--- src/rtl/jtgng_sdram_rq_pkg.sv ---
`default_nettype none
// ============================================================================
//  Module   : jtgng_sdram_rq_pkg
//  Purpose  : Shared types and constants for the SDRAM ROM read arbiter.
//             Holds the default bus widths, the legal parameter ranges, the
//             in-flight pipe entry layout, the readiness state encoding and
//             the round-robin pointer helper.
//  Ports    : none (package)
//  Revision : 1.0  initial release
// ============================================================================
package jtgng_sdram_rq_pkg;

  // Default SDRAM word-address and data widths
  localparam int c_def_aw    = 22;
  localparam int c_def_dw    = 16;

  // Legal configuration ranges
  localparam int c_lat_min   = 1;
  localparam int c_lat_max   = 3;
  localparam int c_chn_min   = 2;
  localparam int c_chn_max   = 8;

  // Channel index field in the pipe is sized for the largest legal CHN
  localparam int c_chw_max   = 3;

  // Consecutive cen ticks without a download before the arbiter opens
  localparam int c_rdy_ticks = 4;

  // One in-flight read: which channel it belongs to and, for byte
  // channels, which half of the SDRAM word carries the requested byte.
  typedef struct packed {
    logic                 v;
    logic [c_chw_max-1:0] ch;
    logic                 lsb;
  } pipe_t;

  // Readiness tracking: warming up after reset/download, or operational
  typedef enum logic [0:0] {
    RQ_WARMUP = 1'b0,
    RQ_READY  = 1'b1
  } rq_state_t;

  // Round-robin pointer advance: channel after idx, wrapping at chn
  function automatic int rq_next_ptr(input int idx, input int chn);
    return (idx + 1 >= chn) ? 0 : idx + 1;
  endfunction

endpackage
`default_nettype wire

--- src/rtl/jtgng_sdram_rq_if.sv ---
`default_nettype none
// ============================================================================
//  Module   : jtgng_sdram_rq_if
//  Purpose  : Bus bundle between ROM clients / SDRAM controller and the
//             read arbiter.
//  Signals  : req        per-channel read request (level)
//             addr       per-channel address, CHN*AW packed
//             dout       per-channel read data, CHN*DW packed
//             data_ok    per-channel completion pulse
//             sdram_addr word address to SDRAM controller
//             sdram_re   toggles once per issued read
//             data_read  SDRAM read data
//  Modports : master - clients and SDRAM controller side
//             slave  - arbiter side
//  Revision : 1.0  initial release
// ============================================================================
interface jtgng_sdram_rq_if #(
  parameter int CHN = 4,
  parameter int AW  = jtgng_sdram_rq_pkg::c_def_aw,
  parameter int DW  = jtgng_sdram_rq_pkg::c_def_dw
);

  logic [CHN-1:0]    req;
  logic [CHN*AW-1:0] addr;
  logic [CHN*DW-1:0] dout;
  logic [CHN-1:0]    data_ok;
  logic [AW-1:0]     sdram_addr;
  logic              sdram_re;
  logic [DW-1:0]     data_read;

  modport master (
    output req, addr, data_read,
    input  dout, data_ok, sdram_addr, sdram_re
  );

  modport slave (
    input  req, addr, data_read,
    output dout, data_ok, sdram_addr, sdram_re
  );

endinterface
`default_nettype wire

--- src/rtl/jtgng_rr_arb.sv ---
`default_nettype none
// ============================================================================
//  Module   : jtgng_rr_arb
//  Purpose  : Combinational round-robin arbiter. Searches the eligible
//             vector starting at the pointer and returns the first hit.
//  Ports    : i_en        arbitration enabled this cycle
//             i_eligible  per-channel eligibility
//             i_ptr       channel where the search starts
//             o_grant     one-hot grant
//             o_valid     a grant was made
//             o_idx       encoded index of the granted channel
//  Revision : 1.0  initial release
// ============================================================================
module jtgng_rr_arb #(
  parameter int CHN = 4,
  parameter int CW  = (CHN > 1) ? $clog2(CHN) : 1
) (
  input  logic           i_en,
  input  logic [CHN-1:0] i_eligible,
  input  logic [CW-1:0]  i_ptr,
  output logic [CHN-1:0] o_grant,
  output logic           o_valid,
  output logic [CW-1:0]  o_idx
);

  logic [CW:0] w_c;
  logic        w_hit;

  always_comb begin
    o_grant = '0;
    o_idx   = '0;
    w_hit   = 1'b0;
    w_c     = '0;
    for (int i = 0; i < CHN; i++) begin
      // Candidate channel (ptr + i) mod CHN; one extra bit holds the carry
      w_c = {1'b0, i_ptr} + (CW+1)'(i);
      if (w_c >= (CW+1)'(CHN)) begin
        w_c = w_c - (CW+1)'(CHN);
      end
      if (i_en && !w_hit && i_eligible[w_c[CW-1:0]]) begin
        w_hit                  = 1'b1;
        o_idx                  = w_c[CW-1:0];
        o_grant[w_c[CW-1:0]]   = 1'b1;
      end
    end
  end

  assign o_valid = w_hit;

endmodule
`default_nettype wire

--- src/rtl/jtgng_sdram_rq.sv ---
`default_nettype none
// ============================================================================
//  Module   : jtgng_sdram_rq
//  Purpose  : SDRAM read arbiter for game ROM clients. CHN request/ack
//             channels share one SDRAM read port with round-robin grants,
//             per-channel region offsets, byte/word modes, a LAT-tick read
//             pipe and refresh slots during vertical blank.
//  Ports    : clk            system clock
//             rst            asynchronous active-high reset
//             i_cen          clock enable, one arbitration tick per cen
//             i_downloading  ROM download in progress, flushes the block
//             i_lvbl         vertical blank, active low
//             o_ready        arbiter operational
//             o_autorefresh  refresh slot request, one tick
//             bus            client / SDRAM bundle (slave side)
//  Revision : 1.0  initial release
// ============================================================================
module jtgng_sdram_rq
  import jtgng_sdram_rq_pkg::*;
#(
  parameter int                CHN       = 4,
  parameter int                AW        = c_def_aw,
  parameter int                DW        = c_def_dw,
  parameter int                LAT       = 1,
  parameter logic [CHN*AW-1:0] OFFSETS   = '0,
  parameter logic [CHN-1:0]    BYTE_MASK = '0
) (
  input  logic             clk,
  input  logic             rst,
  input  logic             i_cen,
  input  logic             i_downloading,
  input  logic             i_lvbl,
  output logic             o_ready,
  output logic             o_autorefresh,
  jtgng_sdram_rq_if.slave  bus
);

  localparam int c_cw = (CHN > 1) ? $clog2(CHN) : 1;

  generate
    if (LAT < c_lat_min || LAT > c_lat_max ||
        CHN < c_chn_min || CHN > c_chn_max) begin : g_param_check
      $error("jtgng_sdram_rq: LAT must be 1..3 and CHN 2..8");
    end
  endgenerate

  // --------------------------------------------------------------------------
  // State
  // --------------------------------------------------------------------------
  rq_state_t        r_state;
  rq_state_t        w_state_nxt;
  logic [1:0]       r_rdy_cnt;
  logic [1:0]       w_rdy_cnt_nxt;

  logic [c_cw-1:0]  r_ptr;
  pipe_t            r_pipe [LAT];
  logic [CHN-1:0]   r_done;
  logic [CHN-1:0]   r_data_ok;
  logic [AW-1:0]    r_latched [CHN];
  logic [DW-1:0]    r_dout    [CHN];
  logic [AW-1:0]    r_sdram_addr;
  logic             r_sdram_re;
  logic             r_autorefresh;

  // --------------------------------------------------------------------------
  // Combinational
  // --------------------------------------------------------------------------
  logic [AW-1:0]    w_addr  [CHN];
  logic [AW-1:0]    w_saddr [CHN];
  logic [CHN-1:0]   w_done_eff;
  logic [CHN-1:0]   w_eligible;
  logic [CHN-1:0]   w_inflight;
  logic [CHN-1:0]   w_cap;
  logic [CHN-1:0]   w_gnt;
  logic             w_gnt_valid;
  logic [c_cw-1:0]  w_gnt_idx;
  logic             w_arb_en;
  logic             w_refresh;
  logic             w_tick;
  logic [DW-1:0]    w_byte_data;
  pipe_t            w_new;

  assign w_tick   = i_cen & ~i_downloading;
  assign w_arb_en = w_tick & (r_state == RQ_READY);

  generate
    for (genvar c = 0; c < CHN; c++) begin : g_chan
      assign w_addr[c] = bus.addr[c*AW +: AW];

      // OFFSETS are word addresses; byte channels drop the byte-lane bit.
      // The adder wraps at 2^AW by construction.
      if (BYTE_MASK[c]) begin : g_byte
        assign w_saddr[c] = OFFSETS[c*AW +: AW] + {1'b0, w_addr[c][AW-1:1]};
      end else begin : g_word
        assign w_saddr[c] = OFFSETS[c*AW +: AW] + w_addr[c];
      end

      // A completed channel stays quiet only while it keeps asking for the
      // same address; a dropped request or a new address re-arms it at once.
      assign w_done_eff[c] = r_done[c] & bus.req[c] & (w_addr[c] == r_latched[c]);
      assign w_eligible[c] = bus.req[c] & ~w_inflight[c] & ~w_done_eff[c];
      assign w_cap[c]      = r_pipe[LAT-1].v &
                             (r_pipe[LAT-1].ch == c_chw_max'(c));
    end
  endgenerate

  // Every pipe stage, including the one leaving this tick, blocks its channel
  always_comb begin
    w_inflight = '0;
    for (int k = 0; k < LAT; k++) begin
      if (r_pipe[k].v) begin
        w_inflight[r_pipe[k].ch[c_cw-1:0]] = 1'b1;
      end
    end
  end

  jtgng_rr_arb #(
    .CHN (CHN),
    .CW  (c_cw)
  ) u_arb (
    .i_en       (w_arb_en),
    .i_eligible (w_eligible),
    .i_ptr      (r_ptr),
    .o_grant    (w_gnt),
    .o_valid    (w_gnt_valid),
    .o_idx      (w_gnt_idx)
  );

  always_comb begin
    w_new     = '0;
    w_new.v   = w_gnt_valid;
    w_new.ch  = c_chw_max'(w_gnt_idx);
    w_new.lsb = w_addr[w_gnt_idx][0] & BYTE_MASK[w_gnt_idx];
  end

  // Refresh only fills otherwise idle ticks of an operational arbiter
  assign w_refresh = (r_state == RQ_READY) & ~(|w_eligible) & ~i_lvbl;

  // Even byte address lives in the high half of the SDRAM word
  assign w_byte_data = {{(DW-8){1'b0}},
                        r_pipe[LAT-1].lsb ? bus.data_read[7:0] : bus.data_read[15:8]};

  // --------------------------------------------------------------------------
  // Readiness FSM
  // --------------------------------------------------------------------------
  always_comb begin
    w_state_nxt   = r_state;
    w_rdy_cnt_nxt = r_rdy_cnt;
    if (i_downloading) begin
      w_state_nxt   = RQ_WARMUP;
      w_rdy_cnt_nxt = '0;
    end else if (i_cen) begin
      case (r_state)
        RQ_WARMUP: begin
          if (r_rdy_cnt == 2'(c_rdy_ticks - 1)) begin
            w_state_nxt = RQ_READY;
          end else begin
            w_rdy_cnt_nxt = r_rdy_cnt + 2'd1;
          end
        end
        RQ_READY: w_state_nxt = RQ_READY;
        default:  w_state_nxt = RQ_WARMUP;
      endcase
    end
  end

  always_ff @(posedge clk or posedge rst) begin
    if (rst) begin
      r_state   <= RQ_WARMUP;
      r_rdy_cnt <= '0;
    end else begin
      r_state   <= w_state_nxt;
      r_rdy_cnt <= w_rdy_cnt_nxt;
    end
  end

  // --------------------------------------------------------------------------
  // Grant side: pointer, SDRAM address, read toggle, refresh
  // --------------------------------------------------------------------------
  always_ff @(posedge clk or posedge rst) begin
    if (rst) begin
      r_ptr         <= '0;
      r_sdram_addr  <= '0;
      r_sdram_re    <= 1'b0;
      r_autorefresh <= 1'b0;
    end else if (i_downloading) begin
      r_ptr         <= '0;
      r_autorefresh <= 1'b0;
    end else if (i_cen) begin
      r_autorefresh <= w_refresh;
      if (w_gnt_valid) begin
        r_ptr        <= c_cw'(rq_next_ptr(int'(w_gnt_idx), CHN));
        r_sdram_addr <= w_saddr[w_gnt_idx];
        r_sdram_re   <= ~r_sdram_re;
      end
    end
  end

  always_ff @(posedge clk or posedge rst) begin
    if (rst) begin
      for (int c = 0; c < CHN; c++) begin
        r_latched[c] <= '0;
      end
    end else if (w_arb_en) begin
      for (int c = 0; c < CHN; c++) begin
        if (w_gnt[c]) begin
          r_latched[c] <= w_addr[c];
        end
      end
    end
  end

  // --------------------------------------------------------------------------
  // In-flight pipe
  // --------------------------------------------------------------------------
  always_ff @(posedge clk or posedge rst) begin
    if (rst) begin
      for (int k = 0; k < LAT; k++) begin
        r_pipe[k] <= '0;
      end
    end else if (i_downloading) begin
      for (int k = 0; k < LAT; k++) begin
        r_pipe[k] <= '0;
      end
    end else if (i_cen) begin
      r_pipe[0] <= w_new;
      for (int k = 1; k < LAT; k++) begin
        r_pipe[k] <= r_pipe[k-1];
      end
    end
  end

  // --------------------------------------------------------------------------
  // Capture side: data, completion pulse, done flags
  // --------------------------------------------------------------------------
  always_ff @(posedge clk or posedge rst) begin
    if (rst) begin
      for (int c = 0; c < CHN; c++) begin
        r_dout[c] <= '0;
      end
    end else if (w_tick) begin
      for (int c = 0; c < CHN; c++) begin
        if (w_cap[c]) begin
          r_dout[c] <= BYTE_MASK[c] ? w_byte_data : bus.data_read;
        end
      end
    end
  end

  // data_ok is one clk wide no matter how sparse cen is
  always_ff @(posedge clk or posedge rst) begin
    if (rst) begin
      r_data_ok <= '0;
      r_done    <= '0;
    end else begin
      r_data_ok <= w_tick ? w_cap : '0;
      if (i_downloading) begin
        r_done <= '0;
      end else begin
        r_done <= w_done_eff | (i_cen ? w_cap : '0);
      end
    end
  end

  // --------------------------------------------------------------------------
  // Outputs
  // --------------------------------------------------------------------------
  always_comb begin
    bus.dout = '0;
    for (int c = 0; c < CHN; c++) begin
      bus.dout[c*DW +: DW] = r_dout[c];
    end
  end

  assign bus.data_ok    = r_data_ok;
  assign bus.sdram_addr = r_sdram_addr;
  assign bus.sdram_re   = r_sdram_re;
  assign o_ready        = (r_state == RQ_READY);
  assign o_autorefresh  = r_autorefresh;

endmodule
`default_nettype wire

--- src/flat_wrapper.sv ---
// flat-port wrapper written by rule: the top's interface ports become plain ports
module jtgng_sdram_rq_flat import jtgng_sdram_rq_pkg::*;
#(
  parameter int                CHN       = 4,
  parameter int                AW        = c_def_aw,
  parameter int                DW        = c_def_dw,
  parameter int                LAT       = 1,
  parameter logic [CHN*AW-1:0] OFFSETS   = '0,
  parameter logic [CHN-1:0]    BYTE_MASK = '0
)
  (clk, rst, i_cen, i_downloading, i_lvbl, o_ready, o_autorefresh, bus_req, bus_addr, bus_data_read, bus_dout, bus_data_ok, bus_sdram_addr, bus_sdram_re);
  jtgng_sdram_rq_if #(.CHN(CHN), .AW(AW), .DW(DW)) bus_i ();
  input  logic clk;
  input  logic rst;
  input  logic i_cen;
  input  logic i_downloading;
  input  logic i_lvbl;
  output logic o_ready;
  output logic o_autorefresh;
  input wire logic [$bits(bus_i.req)-1:0] bus_req;
  input wire logic [$bits(bus_i.addr)-1:0] bus_addr;
  input wire logic [$bits(bus_i.data_read)-1:0] bus_data_read;
  output wire logic [$bits(bus_i.dout)-1:0] bus_dout;
  output wire logic [$bits(bus_i.data_ok)-1:0] bus_data_ok;
  output wire logic [$bits(bus_i.sdram_addr)-1:0] bus_sdram_addr;
  output wire logic [$bits(bus_i.sdram_re)-1:0] bus_sdram_re;
  assign bus_i.req = bus_req;
  assign bus_i.addr = bus_addr;
  assign bus_i.data_read = bus_data_read;
  assign bus_dout = bus_i.dout;
  assign bus_data_ok = bus_i.data_ok;
  assign bus_sdram_addr = bus_i.sdram_addr;
  assign bus_sdram_re = bus_i.sdram_re;
  jtgng_sdram_rq #(.CHN(CHN), .AW(AW), .DW(DW), .LAT(LAT), .OFFSETS(OFFSETS), .BYTE_MASK(BYTE_MASK)) u_core (.clk(clk), .rst(rst), .i_cen(i_cen), .i_downloading(i_downloading), .i_lvbl(i_lvbl), .o_ready(o_ready), .o_autorefresh(o_autorefresh), .bus(bus_i));
endmodule
--- config.mk ---
export PLATFORM = sky130hd
export DESIGN_NAME = jtgng_sdram_rq_flat
export DESIGN_NICKNAME = d
export VERILOG_FILES = /design/src/rtl/jtgng_sdram_rq_pkg.sv /design/src/rtl/jtgng_sdram_rq_if.sv /design/src/rtl/jtgng_rr_arb.sv /design/src/rtl/jtgng_sdram_rq.sv /design/src/flat_wrapper.sv
export SDC_FILE = /design/constraint.sdc
export NUM_CORES = 1
export LEC_CHECK = 0
export ABC_AREA = 1
export CAP_MARGIN = 40
export CORE_UTILIZATION = 30
export CTS_CLUSTER_SIZE = 28
export DETAILED_ROUTE_END_ITERATION = 10
export HOLD_SLACK_MARGIN = 0.05
export PLACE_DENSITY = 0.53
export SYNTH_ARGS = -nofsm -noshare
export SYNTH_HDL_FRONTEND = slang
export SYNTH_HIERARCHICAL = 1
export SYNTH_SLANG_ARGS = --single-unit
--- constraint.sdc ---
create_clock -name clk -period 7.89 [get_ports clk]
set_input_delay 1.578 -clock clk [delete_from_list [all_inputs] [get_ports clk]]
set_output_delay 1.578 -clock clk [all_outputs]
set_load 0.02 [all_outputs]
### After elaboration in Yosys (flattened, before gate mapping)

Index checks and enable logic that the tools add are counted.
Widths: inputs -> output; s select.

| word-level totals | value |
|---|---|
| flip-flop bits (word level) | 193 |
| input bits | 113 |
| output and inout bits | 93 |

| cells by class | value |
|---|---|
| add/subtract/negate cells | 9 |
| order comparisons | 17 |
| eq/ne operators | 10 |
| muxes and demuxes | 59 |
| bitwise operators | 43 |
| reduce and logical (&&, ||, !) cells | 30 |

Operators with widths:

| cell | count |
|---|---|
| $eq 22x22->1 | 4 |
| $bmux 22 s2 | 1 |
| $mux 22 | 2 |
| $mux 2 | 16 |
| $mux 4 | 8 |
| $and 1x1->1 | 25 |
| $mux 1 | 19 |
| $lt 2x3->1 const B | 6 |
| $reduce_and 2->1 | 9 |
| $or 4x4->4 | 4 |
| $ge 3x3->1 const B | 5 |
| $not 1->1 | 13 |
| $logic_and 1x1->1 | 12 |
| $bmux 1 s2 | 5 |
| $demux 1 s2 | 5 |
| $ge 2x1->1 const B | 5 |
| $mux 5 | 2 |
| $sub 2x1->2 const B | 4 |
| $add 2x1->3 const B | 2 |
| $add 2x2->3 const B | 2 |
| $eq 3x2->1 const B | 2 |
| $reduce_and 3->1 | 2 |
| $ne 2x2->1 const B | 2 |
| $reduce_bool 2->1 | 2 |
| 9 further kinds | 11 |

### Depth between registers and ports, before layout

Gate-level depths: netlist of run 1.

| depth | value |
|---|---|
| word-level depth | 31 |
| gate-level depth with buffers | 23 |

### Modules after synthesis

The synthesis of run 1 kept the hierarchy.

By module, submodules not included:

| module | times used | cells an instance | area each (µm²) | sequential area each (µm²) |
|---|---|---|---|---|
| jtgng_sdram_rq | 1 | 1,173 | 9,156.3 | 4,804.6 |
| jtgng_rr_arb | 1 | 92 | 543.0 | 0.0 |

### Least setup slack after synthesis of run 1

Ideal clock, no wire load.

| timing | value |
|---|---|
| kind | input to register |
| start | input bus_addr[43] |
| end | register u_core.r_sdram_addr[0], in the netlist u_core/bus.sdram_addr[0] |
| setup time | 0.082 ns |
| data arrival time | 3.706 ns |
| path slack | 4.102 ns |
| stages | 22 |
| cell sequence | inv_1 -> nand2_1 -> o21ai_0 -> nor2_1 -> nand2_1 -> nor2_1 -> nand3_1 -> nand2_1 -> inv_1 -> nand2_1 -> nand3_2 -> nand2_4 -> nand3_4 -> nor2_2 -> o21ai_1 -> nand2_1 -> buf_2 -> clkinv_1 -> clkbuf_1 -> a21oi_1 -> o21ai_0 -> a31oi_1 |

| on the way | value |
|---|---|
| cells in the longest elaborated chain, start to end | 24 |
| elaborated cells between the ends (all ways) | 35 |
| classes of those cells | eq/ne (1); mux (19); bitwise (4); reduce/logical (11) |

Ends and longest elaborated chain:

| element | RTL line | source |
|---|---|---|
| start: declaration | flat_wrapper.sv:21 | `input wire logic [$bits(bus_i.addr)-1:0] bus_addr;` |
| $eq 22x22->1 * | jtgng_sdram_rq.sv:100 | `assign w_done_eff[c] = r_done[c] & bus.req[c] & (w_addr[c] == r_latched[c]);` |
| $and 1x1->1 * | jtgng_sdram_rq.sv:100 |  |
| $not 1->1 * | jtgng_sdram_rq.sv:101 | `assign w_eligible[c] = bus.req[c] & ~w_inflight[c] & ~w_done_eff[c];` |
| $and 1x1->1 * | jtgng_sdram_rq.sv:101 |  |
| net u_core.w_eligible[1] | jtgng_sdram_rq.sv:71 | `logic [CHN-1:0] w_eligible;` |
| $bmux 1 s2 | jtgng_rr_arb.sv:40 | `if (i_en && !w_hit && i_eligible[w_c[CW-1:0]]) begin` |
| $mux 1 (not written as such) | jtgng_rr_arb.sv:40 |  |
| $logic_and 1x1->1 | jtgng_rr_arb.sv:40 |  |
| (+8 left out) | - |  |
| $mux 1 | jtgng_rr_arb.sv:40 |  |
| $logic_not 1->1 | jtgng_rr_arb.sv:40 |  |
| $logic_and 1x1->1 (2 in series) | jtgng_rr_arb.sv:40 |  |
| $mux 2 * | jtgng_rr_arb.sv:40 |  |
| net u_core.w_gnt_idx[0] | jtgng_sdram_rq.sv:76 | `logic [c_cw-1:0] w_gnt_idx;` |
| $not 2->3 (not written as such) * | jtgng_sdram_rq.sv:193 | `r_sdram_addr <= w_saddr[w_gnt_idx];` |
| $bmux 22 s2 * | jtgng_sdram_rq.sv:193 |  |
| $mux 22 (not written as such) * (2 in series) | jtgng_sdram_rq.sv:193 |  |
| end signal: assignment | jtgng_sdram_rq.sv:193 |  |
| end: declaration | jtgng_sdram_rq.sv:61 | `logic [AW-1:0] r_sdram_addr;` |

The timed path passes the listed nets; every way through them passes the cells marked *. The select of a mux whose other input is x is not followed.
A chain may end at the register's enable or synchronous reset.

### Worst setup path in the final report of run 1

| timing | value |
|---|---|
| start | input bus_req[1] |
| end | register u_core.r_sdram_addr[6], in the netlist u_core/bus.sdram_addr[6] |

| on the way | value |
|---|---|
| cells in the longest elaborated chain, start to end | 24 |
| elaborated cells between the ends (all ways) | 36 |
| classes of those cells | mux (19); bitwise (6); reduce/logical (11) |

Ends and longest elaborated chain:

| element | RTL line | source |
|---|---|---|
| start: declaration | flat_wrapper.sv:20 | `input wire logic [$bits(bus_i.req)-1:0] bus_req;` |
| $and 1x1->1 (2 in series) | jtgng_sdram_rq.sv:100 |  |
| $not 1->1 | jtgng_sdram_rq.sv:101 |  |
| $and 1x1->1 * | jtgng_sdram_rq.sv:101 |  |
| net u_core.w_eligible[1] | jtgng_sdram_rq.sv:71 |  |
| $bmux 1 s2 | jtgng_rr_arb.sv:40 |  |
| $mux 1 (not written as such) | jtgng_rr_arb.sv:40 |  |
| $logic_and 1x1->1 | jtgng_rr_arb.sv:40 |  |
| $mux 1 | jtgng_rr_arb.sv:40 |  |
| (+7 left out) | - |  |
| $mux 1 | jtgng_rr_arb.sv:40 |  |
| $logic_not 1->1 | jtgng_rr_arb.sv:40 |  |
| $logic_and 1x1->1 (2 in series) | jtgng_rr_arb.sv:40 |  |
| $mux 2 * | jtgng_rr_arb.sv:40 |  |
| net u_core.w_gnt_idx[1] | jtgng_sdram_rq.sv:76 |  |
| $not 2->3 (not written as such) * | jtgng_sdram_rq.sv:193 |  |
| $bmux 22 s2 * | jtgng_sdram_rq.sv:193 |  |
| $mux 22 (not written as such) * (2 in series) | jtgng_sdram_rq.sv:193 |  |

Marks and branches as above.

==> impl_summary.txt, run 1 <==
----------------------------------------------------
[Worst setup path]
  Data required time of the critical path ... between 8000 and 9000 ps
  Kind of launch point of the worst setup path ... input port
  CP Data Arrival Time ... 6130 ps
  Max incr delay on CP ... around 700 ps
  Maximum fanout encountered on the critical timing path ... 24
  Crit-path leading delay family ... simple AND/OR/NAND/NOR gates
  Critical path buffers and inverters ... 4
  Critical path's slowest cell ... nand2_1
  CP endpoint kind ... register
  Kind of critical path ... input port to register
  Most frequent cell on the critical path ... nand2_1
  Ordered list of cells on the worst path ... clkdlybuf4s50_1, nand2_1, inv_1, nand2_1, nor2_1, nand2_1, nor2_1, nand3_1, nand2_1, inv_1, nand2_1, nand3_2, nand2_4, nand3_4, nor2_2, a21oi_1, nand2_1, inv_1, a21oi_1, o21ai_0, a31oi_1

[Global route]
  Tot GR Track Use ... slightly below 20%
  Via count of the first global-routing pass ... 8,204
  Sum of overflow across all layers after global routing ... 0
  Wire length of the first global-routing pass ... between 40 and 50 mm
  Maximum number of pins on one net before global-route repair ... 80
  Number of antenna violations at the first check in global routing ... 1

[Detailed routing]
  Drt drc ... 0
  Via count normalized by instance count ... approximately 4.6
  Final wirelength ... around 31 mm
  Post-detailed-route count of antenna-violating nets ... 0
  Initial DRC count ... 659
  Post-DR wirelength/cell ... between 15 and 20 um
  Number of detailed-route iterations in the first pass ... 5
  Via count of the routed design ... around 8,600

[Timing]
  Clock period minus worst slack ... between 5000 and 6000 ps
  Final setup skew ... 17.1 ps
  Count of endpoints failing setup in the final report ... 0
  Final Hold Slack ... 493 ps
  Setup_tns ... 0 ps
  Final count of pins violating max slew ... 0
  Number of hold violations in the final report ... 0
  Peak clock frequency supported by timing ... 173 MHz
  Max transition margin ... between 30% and 40%
  Measured slew at the worst slew-check pin ... 936 ps
  RSZ-0062 raised after global routing ... false
  Fin crit share ... between 70% and 80%

[Pwr]
  P_sw ... ~0.7 mW
  Relative contribution of the clock network to total power ... 38.3%
  Share of power burned in combinational logic ... between 15 and 20%
  Power per Cell Area ... ~180 mW/mm2
  Worst VDD drop ... about 0.096 mV
  Proportion of power drawn by flip-flops and latches ... between 40% and 50%
  Net switching fraction of the power ... 29.4%
  Total internal power ... about 1.7 mW
  Static leakage ... around 6 nW

[Clock network]
  Number of buffers inserted by hold repair at cts ... 0
  Worst skew pair latency ... approximately 440 ps
  Total clock buffers created by CTS ... 17
  Clock Tree Root ... clkbuf_16
  Buffer depth of the longest clock path ... 2
  H-tree lvl count ... 4
  Postcts setup bufs ... 0
  Clock transition at path regs ... around 80 ps
  Sink count of the clock tree ... 192
  CTS tree ... yes
  Quantity of gates resized following cts ... 0

[Synth]
  Share of async-settable or async-resettable flops after synthesis ... 100%
  Avg Cell Area, Syn ... approximately 7.7 um2
  Yosys warns ... 6
  Number of storage elements in the synthesis netlist ... around 190
  Predominant post-synthesis flop cell ... dfrtp_1
  Number of distinct standard cells referenced by the synthesized netlist ... 36
  Summed instance area of the synthesized netlist ... ~0.0097 mm2
  Share of the yosys chip area belonging to registers ... around half
  Number of nets produced by synthesis ... 1,388
  Post-synthesis instance total ... 1,265
  Number of enable flip-flop cells after synthesis ... 0

[Final layout]
  Most common cell after layout, fill and taps aside ... nand2_1
  Commonest non-fill, non-tap cells in the layout ... 357 x nand2_1, 218 x o21ai_0, 205 x clkdlybuf4s50_1
  Number of inserted diodes ... 0
  Fillcell total ... 3,259
  # nets final ... 1,576
  Final non-filler cell total ... 1,868
  Cell area after layout ... approximately 0.013 mm2
  Layout overhead on the synthesized area ... 32.6%
  Fraction of final layout cells with drive strength greater than 1 ... approximately 4.7%

[Flow run]
  Total of max-cap violations ... 0

[Run status]
  Run status ... finished, final reports clean

[Die]
  # IOs ... between 200 and 250
  Initial cell density of the core ... 30.6%
  Die Footprint ... around 0.033 mm2
  Cell Rows ... 65
  Die Span Y ... 182 um
  Width of the die ... roughly 180 um
  Core Area ... 0.0317 mm2

[Min path]
  Min-delay worst type ... register to register

[Placement]
  Placed wire-length estimate after detailed placement ... between 20 and 25 mm
  Number of buffers inserted by port buffering ... ~210
  Final Wtd Congestion ... roughly 0.9
  Instance count after placement with tap cells included ... around 1,800
  Placed cell area ... roughly 0.012 mm2

----------------------------------------------------
[power by group through the flow]
stage / Combinational, mW / Sequential, mW / Clock [mW]
final: 0.385 / 1.07 / 0.908
after global routing: 0.419 / 1.08 / 0.977
after CTS: 0.391 / 1.08 / 0.940
after detailed placement: 0.389 / 1.09 / 0
after global placement: 0.385 / 1.09 / 0
after floorplan: 0.115 / 1.14 / 0
[flip-flops by register name, indices dropped and copies added, names as in the netlist, 2 cells and up]
name / cells
u_core/r_rdy_cnt: 2
u_core/r_ptr: 2
u_core/bus.data_ok: 4
u_core/r_done: 4
u_core/r_pipe: 3
u_core/bus.dout: 64
u_core/bus.sdram_addr: 22
u_core/r_latched: 88
[worst paths after layout]
kind	end	cells past startpoint	slack [ps]	start
max in group asynchronous	u_core/r_latched[3]$_DFFE_PP0P_	5	5110	rst
min	u_core/bus.dout[18]$_DFFE_PP0P_	2	490	u_core/bus.dout[18]$_DFFE_PP0P_
max reg2reg	u_core/bus.sdram_addr[6]$_DFFE_PP0P_	12	3290	u_core/r_ptr[1]$_DFFE_PP0P_
min in group asynchronous	u_core/bus.data_ok[0]$_DFF_PP0_	2	1550	rst
min reg2reg	u_core/bus.dout[18]$_DFFE_PP0P_	2	490	u_core/bus.dout[18]$_DFFE_PP0P_
max	u_core/bus.sdram_addr[6]$_DFFE_PP0P_	21	2110	bus_req[1]
[kinds of logic after synthesis]
group	Yosys count	share of synthesized area [%]
and+or+nand+nor	505	21.4
buffers and inverters	230	9.27
adders and majority gates	10	1.29
muxes	4	0.542
DFF	192	49.5
xor gates and xnor gates	21	1.90
AOI/OAI and AO/OA	303	16.0
[worst min-delay path, delay by kind of cell, from the launching register on]
kind            cells  cell delay, ps
flops               1             350
compound gates      1              60
simple gates        1              50
[metal layers]
| layer | up-vias | routed length, um | track usage (%) |
|---|---|---|---|
| met5 | - | 17 | 0 |
| met4 | 2 | 671 | 5.97 |
| met3 | 32 | 2190 | 4.89 |
| met2 | 252 | 14100 | 30.3 |
| met1 | 3931 | 14400 | 26.0 |
| li1 | 4375 | - | - |
[synth_stat cells (4+ instances only)]
cell      instances  area (um2)
nand3_1          17        85.1
a21oi_1          51         255
o21ai_1           7        35.0
inv_1           180         676
nand2_2           7        43.8
nand3_4           4        70.1
nand2_1         357        1340
o21ai_0         218        1090
clkbuf_1         26        97.6
nor2_1           93         349
nand4_1          10        62.6
buf_2            15        75.1
a31oi_1          22         138
ha_1             10         125
xor2_1            6        52.6
nor3_1            9        45.0
dfrtp_1         192        4800
xnor2_1          15         131
[through the flow]
step,power (mW),utilization [%],setup WS (ps)
after floorplan,1.25,-,1080
after global placement,1.48,38.1,1730
after detailed placement,1.48,38.6,1810
after CTS,2.41,40.5,2240
after global routing,2.48,40.5,1920
final,2.37,40.5,2110
[final cells by class]
type	instances	area [um2]	share of cell area, %
tap	402	503	3.91
clock inverter	15	194	1.51
clock buffer	17	425	3.31
timing repair buffer	215	2230	17.3
sequential	192	4800	37.4
multi-input combinational	843	4000	31.1
inverter	184	701	5.45
No activity file was read; power rests on OpenSTA's default activity.
==> inputs of run 2 (changes only) <==
Settings changed: PLACE_DENSITY 0.53 to 0.55.
Clock period 7.89 ns to 4.9 ns, I/O delays scaled along.
==> run 2 against run 1 <==
Via count rose by 1.3%. Critical path depth rose by 3. First-iteration DRC count is 10% lower. Combinational power up 61%. Clock-buffer cell count unchanged. Routed wire length decreased by 0.13%. Sequential power is 62% higher. Worst hold slack got worse by 4.6 ps. Non-clock buffer count rose by 6. Critical endpoint is now u_core/bus.sdram_addr[1]$_DFFE_PP0P_. Largest power group unchanged. Highest routed layer unchanged.
==> impl_summary.txt, run 2 (synthesized netlist as in run 1, its figures left out) <==
----------------------------------------------------
[Timing]
  Number of hold violations in the final report ... 0 (unchanged)
  RSZ-0062 raised after global routing ... false
  Clock period minus worst slack ... 4170 ps
  Final Hold Slack ... 488 ps (-4.58 ps)
  Peak clock frequency supported by timing ... roughly 240 MHz
  Count of endpoints failing setup in the final report ... 0 (unchanged)
  Max transition margin ... 51.5% (+14 points)
  Fin crit share ... a little under nine tenths
  Setup_tns ... 0 ps (unchanged)
  Measured slew at the worst slew-check pin ... 725 ps (-210 ps)
  Final setup skew ... 16.1 ps (-1.06 ps)
  Final count of pins violating max slew ... 0 (unchanged)

[Global route]
  Maximum number of pins on one net before global-route repair ... 79 (-1.3%)
  Tot GR Track Use ... 19.3% (+0.030 points)
  Wire length of the first global-routing pass ... 48.8 mm (+0.75%)
  Number of antenna violations at the first check in global routing ... 1 (unchanged)
  Sum of overflow across all layers after global routing ... 0 (unchanged)
  Via count of the first global-routing pass ... 8,353 (+1.8%)

[Die]
  Die Span Y ... 182 um (unchanged)
  # IOs ... 206 (unchanged)
  Initial cell density of the core ... 30.6% (unchanged)
  Cell Rows ... 65 (unchanged)
  Core Area ... 0.0317 mm2 (unchanged)
  Die Footprint ... 0.0331 mm2 (unchanged)
  Width of the die ... 182 um (unchanged)

[Clock network]
  Quantity of gates resized following cts ... 0 (unchanged)
  Worst skew pair latency ... 450 ps (about the same)
  Postcts setup bufs ... 0 (unchanged)
  Total clock buffers created by CTS ... 17 (unchanged)
  Sink count of the clock tree ... 192 (unchanged)
  Buffer depth of the longest clock path ... 2 (unchanged)
  Clock transition at path regs ... 80 ps (about the same)
  CTS tree ... yes
  H-tree lvl count ... 4 (unchanged)
  Number of buffers inserted by hold repair at cts ... 0 (unchanged)
  Clock Tree Root ... clkbuf_16

[Pwr]
  Proportion of power drawn by flip-flops and latches ... 46.2% (+0.8 points)
  Relative contribution of the clock network to total power ... 37.2% (-1.1 points)
  Worst VDD drop ... 0.192 mV (+100%)
  Power consumption ... 3.75 mW (+58%)
  Net switching fraction of the power ... 29.8% (+0.34 points)
  Share of power burned in combinational logic ... 16.6% (+0.3 points)
  Total internal power ... 2.63 mW (+57%)
  P_sw ... 1.12 mW (+60%)
  Power per Cell Area ... 292 mW/mm2 (+59%)
  Static leakage ... 5.97 nW (-0.23%)

[Detailed routing]
  Via count normalized by instance count ... 4.65 (+1.0%)
  Final wirelength ... 31.3 mm (-0.13%)
  Post-DR wirelength/cell ... 16.7 um (-0.45%)
  Drt drc ... 0 (unchanged)
  Number of detailed-route iterations in the first pass ... 5 (unchanged)
  Post-detailed-route count of antenna-violating nets ... 0 (unchanged)
  Via count of the routed design ... 8,706 (+1.3%)
  Initial DRC count ... 591 (-10%)

[Flow run]
  Total of max-cap violations ... 0 (unchanged)

[Final layout]
  Most common cell after layout, fill and taps aside ... nand2_1
  Max FFs per register ... 88 (unchanged)
  Fraction of final layout cells with drive strength greater than 1 ... 5.10% (+0.39 points)
  # nets final ... 1,582 (+0.38%)
  Number of inserted diodes ... 0 (unchanged)
  Register with the highest flop count ... u_core/r_latched
  Final non-filler cell total ... 1,874 (+0.32%)
  Fillcell total ... 3,254 (-0.15%)
  Post-route core utilization ... 40.4% (-0.11 points)
  Commonest non-fill, non-tap cells in the layout ... 357 x nand2_1, 218 x o21ai_0, 205 x clkdlybuf4s50_1
  Layout overhead on the synthesized area ... 32.2%

[Placement]
  Placed wire-length estimate after detailed placement ... 23.7 mm (-0.57%)
  Instance count after placement with tap cells included ... 1,842 (+0.33%)
  Final Wtd Congestion ... 0.871 (-3.9%)
  Number of buffers inserted by port buffering ... 205 (unchanged)

[Worst setup path]
  CP Data Arrival Time ... 4530 ps (-1600 ps)
  Max incr delay on CP ... 460 ps (-240 ps)
  Ordered list of cells on the worst path ... clkdlybuf4s50_1, inv_1, nand2_1, o21ai_0, buf_4, nor2_1, nand2_1, nor2_1, nand3_1, nand2_1, inv_1, nand2_1, nand3_2, nand2_4, nand3_4, nor2_2, a21oi_1, nand2_1, buf_4, inv_1, buf_4, a21oi_1, o21ai_0, a31oi_1
  Critical path buffers and inverters ... 7 (+3)
  Crit-path leading delay family ... simple AND/OR/NAND/NOR gates
  Maximum fanout encountered on the critical timing path ... 24 (unchanged)
  Data required time of the critical path ... 5260 ps (-2980 ps)
  Critical path's slowest cell ... clkdlybuf4s50_1
  Most frequent cell on the critical path ... nand2_1
  CP endpoint kind ... register
  Kind of launch point of the worst setup path ... input port
  Kind of critical path ... input port to register

[Run status]
  Run status ... finished, final reports clean

[Min path]
  Min-delay worst type ... register to register

----------------------------------------------------
==> run 2: final cells by class <==
type	count	area (um2)	area share, %
Multi-Input combinational cell	843	4000	31.2
Tap cell	402	503	3.92
Clock inverter	15	145	1.13
Timing Repair Buffer	221	2240	17.5
Inverter	184	697	5.44
Clock buffer	17	425	3.32
Sequential cell	192	4800	37.5
==> run 2: path summary, 6_finish.rpt <==
check	end	start	cells past startpoint	slack (ps)
min	u_core/bus.dout[18]$_DFFE_PP0P_	u_core/bus.dout[18]$_DFFE_PP0P_	2	490
min reg2reg	u_core/bus.dout[18]$_DFFE_PP0P_	u_core/bus.dout[18]$_DFFE_PP0P_	2	490
min in group asynchronous	u_core/r_latched[51]$_DFFE_PP0P_	rst	2	930
max reg2reg	u_core/bus.sdram_addr[1]$_DFFE_PP0P_	u_core/r_ptr[1]$_DFFE_PP0P_	14	1400
max in group asynchronous	u_core/bus.dout[30]$_DFFE_PP0P_	rst	4	2950
max	u_core/bus.sdram_addr[1]$_DFFE_PP0P_	bus_addr[29]	24	730
==> run 2: through the flow <==
stage / instance area [um2] / setup slack, ps
after floorplan: 9700 / 1440
after global placement: 12200 / 304
after detailed placement: 12300 / 359
after CTS: 12800 / 797
after global routing: 12800 / 612
final: 12800 / 731
==> run 2: routing by layer <==
metal / vias to the layer above / part of all wire (%) / GRT usage [%]
met5: - / 0.035 / 0
li1: 4381 / - / -
met4: 2 / 1.2 / 4.34
met3: 22 / 7.3 / 5.42
met1: 4036 / 45 / 25.7
met2: 265 / 46 / 31.1
==> run 2: power by group through the flow <==
| stage | sequential (mW) | combinational, mW | clock (mW) |
|---|---|---|---|
| floorplan | 1.83 | 0.185 | 0 |
| global placement | 1.76 | 0.620 | 0 |
| detailed placement | 1.76 | 0.627 | 0 |
| CTS | 1.73 | 0.629 | 1.43 |
| global route | 1.74 | 0.675 | 1.49 |
| finish | 1.73 | 0.620 | 1.39 |
==> run 2: worst register-to-register path: stages (launching register included) <==
cell and delay, ps:
dfrtp_1 620, inv_1 280, ha_1 400, inv_1 120
nand3_1 100, nand2_1 60, nor2_1 360, nand4_1 140
nand2_1 90, buf_4 280, inv_1 70, buf_4 220
a21oi_1 250, o21ai_0 250, a31oi_1 190
